File: src/rtl/reel_sequencer_pkg.sv
// Shared types, constants and the LFSR step function for the reel spin controller.
package slot_pkg;

  typedef enum logic [1:0] {
    R_IDLE = 2'd0,
    R_FAST = 2'd1,
    R_SLOW = 2'd2,
    R_STOP = 2'd3
  } reel_mode_t;

  typedef enum logic [1:0] {
    IDLE = 2'd0,
    SPIN = 2'd1,
    DONE = 2'd2
  } ctrl_state_t;

  localparam int NUM_REELS = 3;
  localparam int LFSR_W    = 16;
  localparam logic [LFSR_W-1:0] LFSR_SEED = 16'hACE1;

  // Width of the per-reel fast step length and step counter.
  localparam int LEN_W     = 16;
  // LFSR bits consumed per reel for the random extra fast steps (0..7).
  localparam int RAND_BITS = 3;

  // One shift of the 16-bit Fibonacci LFSR, taps 16,14,13,11 (right-shifting form).
  function automatic logic [LFSR_W-1:0] lfsr_next(input logic [LFSR_W-1:0] s);
    logic fb;
    fb = s[0] ^ s[2] ^ s[3] ^ s[5];
    return {fb, s[LFSR_W-1:1]};
  endfunction

endpackage

File: src/rtl/reel_sequencer_reel_channel.sv
// One reel column: steps its symbol at a fixed fast period for fast_len steps,
// then decelerates by doubling the period on each of SLOW_STEPS steps and stops.
module reel_channel
  import slot_pkg::*;
#(
  parameter int SYM_W       = 3,
  parameter int NUM_SYMBOLS = 6,
  parameter int CNT_W       = 27,
  parameter int FAST_PERIOD = 600000,
  parameter int SLOW_STEPS  = 5
) (
  input  logic             clk,
  input  logic             reset,
  input  logic             go,
  input  logic [LEN_W-1:0] fast_len,
  output logic [SYM_W-1:0] sym,
  output logic             stopped,
  output logic             active,
  output logic             last_step
);

  reel_mode_t       mode_r,   mode_nxt_s;
  logic [CNT_W-1:0] cnt_r,    cnt_nxt_s;
  logic [CNT_W-1:0] period_r, period_nxt_s;
  logic [LEN_W-1:0] step_r,   step_nxt_s;
  logic [LEN_W-1:0] len_r,    len_nxt_s;
  logic [SYM_W-1:0] sym_r,    sym_nxt_s;
  logic             active_r;

  logic             tick_s;
  logic [LEN_W-1:0] step_inc_s;
  logic [SYM_W-1:0] sym_inc_s;

  // A step is due when the period counter reaches the end of the current period.
  assign tick_s     = (cnt_r == (period_r - CNT_W'(1)));
  assign step_inc_s = step_r + LEN_W'(1);
  assign sym_inc_s  = (sym_r == SYM_W'(NUM_SYMBOLS - 1)) ? {SYM_W{1'b0}} : (sym_r + SYM_W'(1));

  assign sym       = sym_r;
  assign stopped   = (mode_r == R_STOP);
  assign active    = active_r;
  // Flags the cycle whose step puts this reel into R_STOP.
  assign last_step = (mode_r == R_SLOW) && tick_s && (step_inc_s == LEN_W'(SLOW_STEPS));

  // Next-state logic for mode, counters and symbol.
  always_comb begin
    mode_nxt_s   = mode_r;
    cnt_nxt_s    = cnt_r;
    period_nxt_s = period_r;
    step_nxt_s   = step_r;
    len_nxt_s    = len_r;
    sym_nxt_s    = sym_r;
    if (go) begin
      // Symbol is intentionally kept: each spin continues from the held value.
      mode_nxt_s   = R_FAST;
      cnt_nxt_s    = {CNT_W{1'b0}};
      period_nxt_s = CNT_W'(FAST_PERIOD);
      step_nxt_s   = {LEN_W{1'b0}};
      len_nxt_s    = fast_len;
    end else begin
      case (mode_r)
        R_FAST: begin
          if (tick_s) begin
            sym_nxt_s = sym_inc_s;
            cnt_nxt_s = {CNT_W{1'b0}};
            if (step_inc_s == len_r) begin
              mode_nxt_s   = R_SLOW;
              period_nxt_s = CNT_W'(2 * FAST_PERIOD);
              step_nxt_s   = {LEN_W{1'b0}};
            end else begin
              step_nxt_s = step_inc_s;
            end
          end else begin
            cnt_nxt_s = cnt_r + CNT_W'(1);
          end
        end
        R_SLOW: begin
          if (tick_s) begin
            sym_nxt_s    = sym_inc_s;
            cnt_nxt_s    = {CNT_W{1'b0}};
            period_nxt_s = {period_r[CNT_W-2:0], 1'b0};
            if (step_inc_s == LEN_W'(SLOW_STEPS)) begin
              mode_nxt_s = R_STOP;
              step_nxt_s = {LEN_W{1'b0}};
            end else begin
              step_nxt_s = step_inc_s;
            end
          end else begin
            cnt_nxt_s = cnt_r + CNT_W'(1);
          end
        end
        R_IDLE: begin
          mode_nxt_s = R_IDLE;
        end
        R_STOP: begin
          mode_nxt_s = R_STOP;
        end
        default: begin
          mode_nxt_s = R_IDLE;
        end
      endcase
    end
  end

  // Reel state registers; spinning indication is registered from the next mode.
  always_ff @(posedge clk) begin
    if (!reset) begin
      mode_r   <= R_IDLE;
      cnt_r    <= {CNT_W{1'b0}};
      period_r <= CNT_W'(FAST_PERIOD);
      step_r   <= {LEN_W{1'b0}};
      len_r    <= {LEN_W{1'b0}};
      sym_r    <= {SYM_W{1'b0}};
      active_r <= 1'b0;
    end else begin
      mode_r   <= mode_nxt_s;
      cnt_r    <= cnt_nxt_s;
      period_r <= period_nxt_s;
      step_r   <= step_nxt_s;
      len_r    <= len_nxt_s;
      sym_r    <= sym_nxt_s;
      active_r <= (mode_nxt_s == R_FAST) || (mode_nxt_s == R_SLOW);
    end
  end

endmodule

File: src/rtl/reel_sequencer.sv
// Spin controller for three reel columns: lever edge detect, free-running LFSR,
// and the IDLE/SPIN/DONE controller that launches the reels and reports completion.
module reel_sequencer
  import slot_pkg::*;
#(
  parameter int SYM_W         = 3,
  parameter int NUM_SYMBOLS   = 6,
  parameter int CNT_W         = 27,
  parameter int FAST_PERIOD   = 600000,
  parameter int SPIN_STEPS    = 40,
  parameter int STAGGER_STEPS = 8,
  parameter int SLOW_STEPS    = 5,
  parameter int RAND_EN       = 1
) (
  input  logic             clk,
  input  logic             reset,
  input  logic             start,
  output logic [SYM_W-1:0] c1,
  output logic [SYM_W-1:0] c2,
  output logic [SYM_W-1:0] c3,
  output logic [2:0]       spinning,
  output logic             busy,
  output logic             done
);

  ctrl_state_t          state_r, state_nxt_s;
  logic                 start_q_r;
  logic [LFSR_W-1:0]    lfsr_r;
  logic                 busy_r, busy_nxt_s;
  logic                 done_r, done_nxt_s;

  logic                 edge_s;
  logic                 go_s;
  logic                 all_stopped_s;
  logic                 last_s;
  logic [NUM_REELS-1:0] stopped_s;
  logic [NUM_REELS-1:0] last_step_s;
  logic [NUM_REELS-1:0] active_s;
  logic [SYM_W-1:0]     sym_s      [NUM_REELS];
  logic [LEN_W-1:0]     fast_len_s [NUM_REELS];

  assign edge_s        = start & ~start_q_r;
  assign all_stopped_s = &stopped_s;
  // True only in the single cycle where the final reel(s) take their last step.
  assign last_s        = (&(stopped_s | last_step_s)) & ~all_stopped_s;

  for (genvar gi = 0; gi < NUM_REELS; gi++) begin : g_reel
    logic [LEN_W-1:0] rand_s;

    // Random extra steps come from a disjoint 3-bit slice of the LFSR per reel.
    assign rand_s = (RAND_EN != 0) ? LEN_W'(lfsr_r[RAND_BITS*gi +: RAND_BITS]) : {LEN_W{1'b0}};
    assign fast_len_s[gi] = LEN_W'(SPIN_STEPS + gi * STAGGER_STEPS) + rand_s;

    reel_channel #(
      .SYM_W       (SYM_W),
      .NUM_SYMBOLS (NUM_SYMBOLS),
      .CNT_W       (CNT_W),
      .FAST_PERIOD (FAST_PERIOD),
      .SLOW_STEPS  (SLOW_STEPS)
    ) u_reel (
      .clk       (clk),
      .reset     (reset),
      .go        (go_s),
      .fast_len  (fast_len_s[gi]),
      .sym       (sym_s[gi]),
      .stopped   (stopped_s[gi]),
      .active    (active_s[gi]),
      .last_step (last_step_s[gi])
    );
  end

  assign c1       = sym_s[0];
  assign c2       = sym_s[1];
  assign c3       = sym_s[2];
  assign spinning = active_s;
  assign busy     = busy_r;
  assign done     = done_r;

  // Controller next state, reel launch and next values of the status outputs.
  always_comb begin
    state_nxt_s = state_r;
    go_s        = 1'b0;
    case (state_r)
      IDLE, DONE: begin
        if (edge_s) begin
          state_nxt_s = SPIN;
          go_s        = 1'b1;
        end else begin
          state_nxt_s = state_r;
        end
      end
      SPIN: begin
        // Lever edges during a spin are ignored.
        if (all_stopped_s) begin
          state_nxt_s = DONE;
        end else begin
          state_nxt_s = SPIN;
        end
      end
      default: begin
        state_nxt_s = IDLE;
      end
    endcase
    done_nxt_s = (state_r == SPIN) && last_s;
    busy_nxt_s = (state_nxt_s == SPIN) && !done_nxt_s;
  end

  // Controller state register.
  always_ff @(posedge clk) begin
    if (!reset) begin
      state_r <= IDLE;
    end else begin
      state_r <= state_nxt_s;
    end
  end

  // Lever edge register, free-running LFSR and registered busy/done.
  always_ff @(posedge clk) begin
    if (!reset) begin
      start_q_r <= 1'b0;
      lfsr_r    <= LFSR_SEED;
      busy_r    <= 1'b0;
      done_r    <= 1'b0;
    end else begin
      start_q_r <= start;
      lfsr_r    <= lfsr_next(lfsr_r);
      busy_r    <= busy_nxt_s;
      done_r    <= done_nxt_s;
    end
  end

endmodule

File: config.mk
export PLATFORM = sky130hd
export DESIGN_NAME = reel_sequencer
export DESIGN_NICKNAME = d
export VERILOG_FILES = /design/src/rtl/reel_sequencer_pkg.sv /design/src/rtl/reel_sequencer_reel_channel.sv /design/src/rtl/reel_sequencer.sv
export SDC_FILE = /design/constraint.sdc
export NUM_CORES = 1
export LEC_CHECK = 0
export ABC_AREA = 1
export CAP_MARGIN = 20
export CORE_ASPECT_RATIO = 0.8
export CORE_MARGIN = 5
export CORE_UTILIZATION = 60
export DETAILED_ROUTE_END_ITERATION = 8
export PLACE_DENSITY_LB_ADDON = 0.08
export SLEW_MARGIN = 30
export SYNTH_ARGS = -nofsm -noshare
export SYNTH_HDL_FRONTEND = slang
export SYNTH_SLANG_ARGS = --single-unit
export TNS_END_PERCENT = 20
File: constraint.sdc
create_clock -name clk -period 6.68 [get_ports clk]
set_input_delay 0.668 -clock clk [delete_from_list [all_inputs] [get_ports clk]]
set_output_delay 0.668 -clock clk [all_outputs]
set_load 0.05 [all_outputs]
### Yosys cells after proc, flatten, opt, wreduce, memory -nomap -nowiden

Index checks and enable logic that the tools add are counted.

| cells by class | value |
|---|---|
| eq/ne operators | 39 |
| muxes and demuxes | 56 |
| bitwise logic cells | 10 |
| reduce and logical (&&, ||, !) cells | 35 |
| add/subtract/negate cells | 15 |

Operator list:

| cell | number |
|---|---|
| 27-bit 2-to-1 mux | 12 |
| 16-bit 2-to-1 mux | 12 |
| 27-bit one-hot mux with 2 select lines | 3 |
| 16-bit one-hot mux with 2 select lines | 3 |
| 27-bit by 1-bit adder with 27-bit output, second input constant | 3 |
| 27-bit equality test | 3 |
| 27-bit by 1-bit subtractor with 27-bit output, second input constant | 3 |
| 16-bit by 1-bit adder with 16-bit output, second input constant | 3 |
| 16-bit equality test | 3 |
| 16-bit by 3-bit equality test with 1-bit output, second input constant | 3 |
| 2-bit 2-to-1 mux | 17 |
| 2-bit one-hot mux with 4 select lines | 3 |
| 3-bit AND reduction | 8 |
| 6-bit by 3-bit adder with 7-bit output, first input constant | 3 |
| 2-bit equality test, second input constant | 10 |
| 2-bit by 1-bit inequality test with 1-bit output, second input constant | 9 |
| 2-bit by 1-bit equality test with 1-bit output, second input constant | 8 |
| 4-bit AND reduction | 3 |
| 2-bit OR reduction | 5 |
| 3-bit by 1-bit adder with 3-bit output, second input constant | 3 |
| 3-bit equality test, second input constant | 3 |
| 3-bit 2-to-1 mux | 3 |
| 1-bit logical AND | 8 |
| 2-bit logical NOT | 4 |
| other kinds (9) | 20 |

| storage, ports and cells | value |
|---|---|
| output and inout port bits | 14 |
| input port bits | 3 |
| register bits after elaboration | 297 |
| word-level logic and storage cells | 181 |

### Logic depth before layout (Yosys ltp)

| depth | value |
|---|---|
| depth in word-level cells | 10 |
| mapped depth | 20 |
| depth with buffers taken out | 19 |

### Modules after synthesis

From an unflattened synthesis, not the netlist that was laid out.

| unflattened totals | value |
|---|---|
| cells, all modules | 3093 |
| area total of the unflattened synthesis | 18910.6 um^2 |

By module, submodules not included:

| module | cells each | times used | area an instance (um^2) | sequential area each (um^2) |
|---|---|---|---|---|
| reel_channel (g_reel[1].u_reel ...) | 997 | 2 | 6078.3 | 1721.7 |
| reel_channel (g_reel[0].u_reel) | 1012 | 1 | 6028.3 | 1721.7 |
| reel_sequencer | 87 | 1 | 725.7 | 420.4 |

### Worst setup path after synthesis

OpenSTA, ideal clock, no wires.

| timing | value |
|---|---|
| path kind | reg-to-reg |
| from | register g_reel[1].u_reel.mode_r[0] |
| to | register g_reel[1].u_reel.cnt_r[19] |
| buffers on the path | 1 |
| arrival time | 2.244 ns |
| slack | 4.380 ns |
| data required time | 6.624 ns |
| library setup time | 0.056 ns |
| period minus slack after synthesis | 2.300 ns |
| stages on the path, launching flop included | 14 |
| path through | dfxtp_1 > inv_1 > ha_1 > clkbuf_1 > nor2_1 > nand2_1 > nor2_1 > inv_1 > nor3_1 > nand2_1 > nor4_1 > xor2_1 > nand2_1 > inv_1 |

| on the way | value |
|---|---|
| word-level cells in the longest chain between the ends | 2 |
| elaborated cells on any way between the ends | 3 |
| those cells by class | 2 x eq/ne; 1 x reduce/logical |

Ends and longest elaborated chain:

| what | RTL line | RTL |
|---|---|---|
| start: declaration | reel_sequencer_reel_channel.sv:22 | `reel_mode_t mode_r, mode_nxt_s;` |
| start signal: assignment | reel_sequencer_reel_channel.sv:116 | `mode_r <= mode_nxt_s;` |
| 2-bit by 1-bit equality test with 1-bit output or 2-bit equality test (tied branches) | reel_sequencer_reel_channel.sv:61 | `case (mode_r)` |
| 2-bit OR reduction (no source line) * | n/a |  |
| end signal: assignment | reel_sequencer_reel_channel.sv:109 | `cnt_r <= {CNT_W{1'b0}};` |
| end signal: assignment | reel_sequencer_reel_channel.sv:117 | `cnt_r <= cnt_nxt_s;` |
| end: declaration | reel_sequencer_reel_channel.sv:23 | `logic [CNT_W-1:0] cnt_r, cnt_nxt_s;` |

Mark *: on every way between the ends. The rest lies on a longest branch, timed or not.
A chain may end at the register's enable or synchronous reset.

### Worst setup path in the final report

| timing | value |
|---|---|
| from | input start |
| to | register g_reel[2].u_reel.cnt_r[16] |

| on the way | value |
|---|---|
| word-level cells in the longest chain between the ends | 4 |

Ends and longest elaborated chain:

| what | RTL line | RTL |
|---|---|---|
| start: declaration | reel_sequencer.sv:17 | `input logic start,` |
| 1-bit bitwise AND | reel_sequencer.sv:42 | `assign edge_s = start & ~start_q_r;` |
| 1-bit 2-to-1 mux | reel_sequencer.sv:85 | `if (edge_s) begin` |
| 1-bit 2-to-1 mux | reel_sequencer.sv:83 | `case (state_r)` |
| 2-bit OR reduction (no source line) | n/a |  |
| end signal: assignment | reel_sequencer_reel_channel.sv:109 |  |
| end signal: assignment | reel_sequencer_reel_channel.sv:117 |  |
| end: declaration | reel_sequencer_reel_channel.sv:23 |  |

No other way between the ends.

==> impl_metrics.env <==
export IMPL_rsz0062_at_grt="false"
export IMPL_cts_buffers_inserted=26
export IMPL_grt_pass1_wl_microns=60310
export IMPL_cts_htree_levels=1
export IMPL_status="completed"
export IMPL_port_buffer_count=16
export IMPL_period_minus_slack_ns=3.337
export IMPL_clkSinkCount=241
export IMPL_drv_slew=0
export IMPL_grt_max_degree=64
export IMPL_cts_hold_buf=0
export IMPL_dpl_cell_count=2641
export IMPL_gp_congestion=0.9153
export IMPL_ys_seq_area_frac=0.3154
export IMPL_drv_cap=0
export IMPL_die_w_microns=188.5
export IMPL_finalCritPeriodShare=0.4996
export IMPL_grt_remaining_overflow=0
export IMPL_path_clk_slew_ns=0.06
export IMPL_dp_hpwl_microns=26670
export IMPL_grt_pass1_vias=12440
export IMPL_ant_nets=0
export IMPL_wl_microns=36010
export IMPL_worstSetupEndpointType="flip-flop"
export IMPL_die_h_microns=152.8
export IMPL_leakagePower_nw=7.214
export IMPL_crit_fanout=63
export IMPL_tightestPinTransition_ns=0.8580
export IMPL_ctsRootBufferMaster="clkbuf_16"
export IMPL_synth_edf_count=0
export IMPL_slowest_delay_ns=0.70
export IMPL_wl_per_cell_microns=13.41
export IMPL_skew_ns=0.01899
export IMPL_drt_initial_drc_count=1237
export IMPL_critPathTopFamily="buffers and inverters"
export IMPL_drc_errors=0
export IMPL_setup_tns_ns=0
export IMPL_synth_top_cell_area_share=0.3154
export IMPL_pwr_density_cell_nw_per_um2=195.0
export IMPL_nNetsFinal=2374
export IMPL_io_pins=17
export IMPL_min_path_type="reg -> reg"
export IMPL_power_mw=3.183
export IMPL_drive_gt1_frac=0.08340
export IMPL_synth_most_common_cell="nand2_1"
export IMPL_viasPerCell=5.283
export IMPL_area_growth_synth_to_final_pct=6.724
export IMPL_path_class="in -> reg"
export IMPL_cts_setup_buffers=0
export IMPL_maxSlewHeadroom=0.4266
export IMPL_via_count=14190
export IMPL_initial_utilization=0.6075
export IMPL_yosysTopAreaCell="dfxtp_1"
export IMPL_grt_use_total=0.2426
export IMPL_antenna_found_initial=0
export IMPL_layoutNonFillerInstCount=2686
export IMPL_yosys_cell_types_count=58
export IMPL_clk_latency_ns=0.55
export IMPL_synth_fp_nets=2385
export IMPL_ys_seq_elements=241
export IMPL_synthCells=2356
export IMPL_die_area_sq_um=28810
export IMPL_synth_commonest_cells="600 x nand2_1, 357 x nor2_1, 284 x inv_1"
export IMPL_syn_cell_area_sq_um=15300
export IMPL_fp_coreArea_sq_um=25180
export IMPL_synthFlopType="dfxtp_1"
export IMPL_crit_arrival_ns=3.76
export IMPL_core_rowCount=52
export IMPL_crit_slowest_cell="nand2_1"
export IMPL_n_antenna_cell=0
export IMPL_hold_viol_final=0
export IMPL_vdd_drop_max_mv=0.2726
export IMPL_synth_area_top_cells="dfxtp_1 32%, nand2_1 15%, nor2_1 8.8%"
export IMPL_setup_viol=0
export IMPL_first_pass_iters=6
export IMPL_critPathRequiredTime_ns=7.10
export IMPL_crit_top_cell="nand2_1"
export IMPL_cp_cell_sequence="clkdlybuf4s50_1 -> nand2_1 -> nor2_1 -> clkinv_1 -> nand2_2 -> inv_2 -> buf_4 -> nand2_1 -> a221oi_1"
export IMPL_cts_resized=0
export IMPL_cts_tree="yes"
export IMPL_crit_buf_inv=4
export IMPL_yosysWarningCount=0
export IMPL_avgSynthCellArea_sq_um=6.492
export IMPL_start_kind="primary input"
export IMPL_async_flop_share=0
export IMPL_clockBufferDepth=3
export IMPL_fmax_mhz=299.7
[cells by family (layout without fill, tap and decap cells)]
kind of cell / after synthesis / after routing / synth area share
buffers and inverters: 368 / 374 / 0.1003
DFF: 241 / 241 / 0.3154
AOI/OAI and AO/OA: 211 / 211 / 0.07689
xor gates and xnor gates: 139 / 139 / 0.08196
and+or+nand+nor: 1371 / 1371 / 0.4042
adders and majority gates: 26 / 26 / 0.02127
[stage by stage]
stage	setup slack [ns]	hold WS, ns	cell area (sq um)	util
2_1_floorplan	4.380	0.3905	15300	-
3_3_place_gp	2.905	0.3919	15520	0.6165
3_5_place_dp	2.818	0.3962	15520	0.6165
4_1_cts	3.357	0.4131	16320	0.6481
5_1_grt	3.141	0.4238	16320	0.6483
6_report	3.343	0.4114	16320	0.6483
[layout by cell type, fill, tap and decap left out, types with 39 or more instances in the layout]
cell type  netlist  final
nor3_1          39     39
nand2_1        600    599
xor2_1          86     86
a21oi_1         70     70
dfxtp_1        241    241
nand3_1        157    156
xnor2_1         49     49
o21ai_0         71     71
nor2_1         357    357
inv_1          284    283
nor2_2          41     41
nand4_1         61     61
[tightest hold or removal path, stage by stage, from the launching register on]
cell     delay (ns)
dfxtp_1        0.30
nand2_1        0.04
inv_1          0.04
[power by group]
| group | internal, mW | leakage (nW) | switching, mW |
|---|---|---|---|
| Combinational | 0.0898 | 4.88 | 0.211 |
| Clock | 0.760 | 0.382 | 0.604 |
| Sequential | 1.48 | 1.95 | 0.0388 |
| Total | 2.33 | 7.21 | 0.854 |
[path summary, 6_finish.rpt]
path	startpoint	depth (start not counted)	slack [ns]	to
setup reg to reg	g_reel[2].u_reel.period_r[6]	15	3.56	g_reel[2].u_reel.step_r[0]
hold reg to reg	lfsr_r[9]	2	0.41	lfsr_r[8]
setup / recovery	start	9	3.34	g_reel[2].u_reel.cnt_r[16]
hold / removal	lfsr_r[9]	2	0.41	lfsr_r[8]
[layer usage]
layer  global-route usage  wire (microns)
met3              0.03169            1956
met4              0.04613             583
met1               0.3683           18120
met5                    0               0
met2               0.3725           15360
[cell type report]
type                       count  area (sq um)
clock inverter                10         71.32
multi-input combinational   1747          8945
fill                        2283          8855
tap                          324         405.4
inverter                     309          1164
sequential                   241          4825
timing repair buffer          20         190.2
clock buffer                  35         724.4
[registers in the layout, indices dropped and copies added, names as in the netlist, 2 cells and up]
signal and cells:
g_reel.u_reel.len_r 10, g_reel.u_reel.sym 9, g_reel.u_reel.step_r 48, lfsr_r 16, g_reel.u_reel.period_r 63, state_r 2, g_reel.u_reel.active 3, g_reel.u_reel.mode_r 6
g_reel.u_reel.cnt_r 81
No activity file was read; power rests on OpenSTA's default activity.
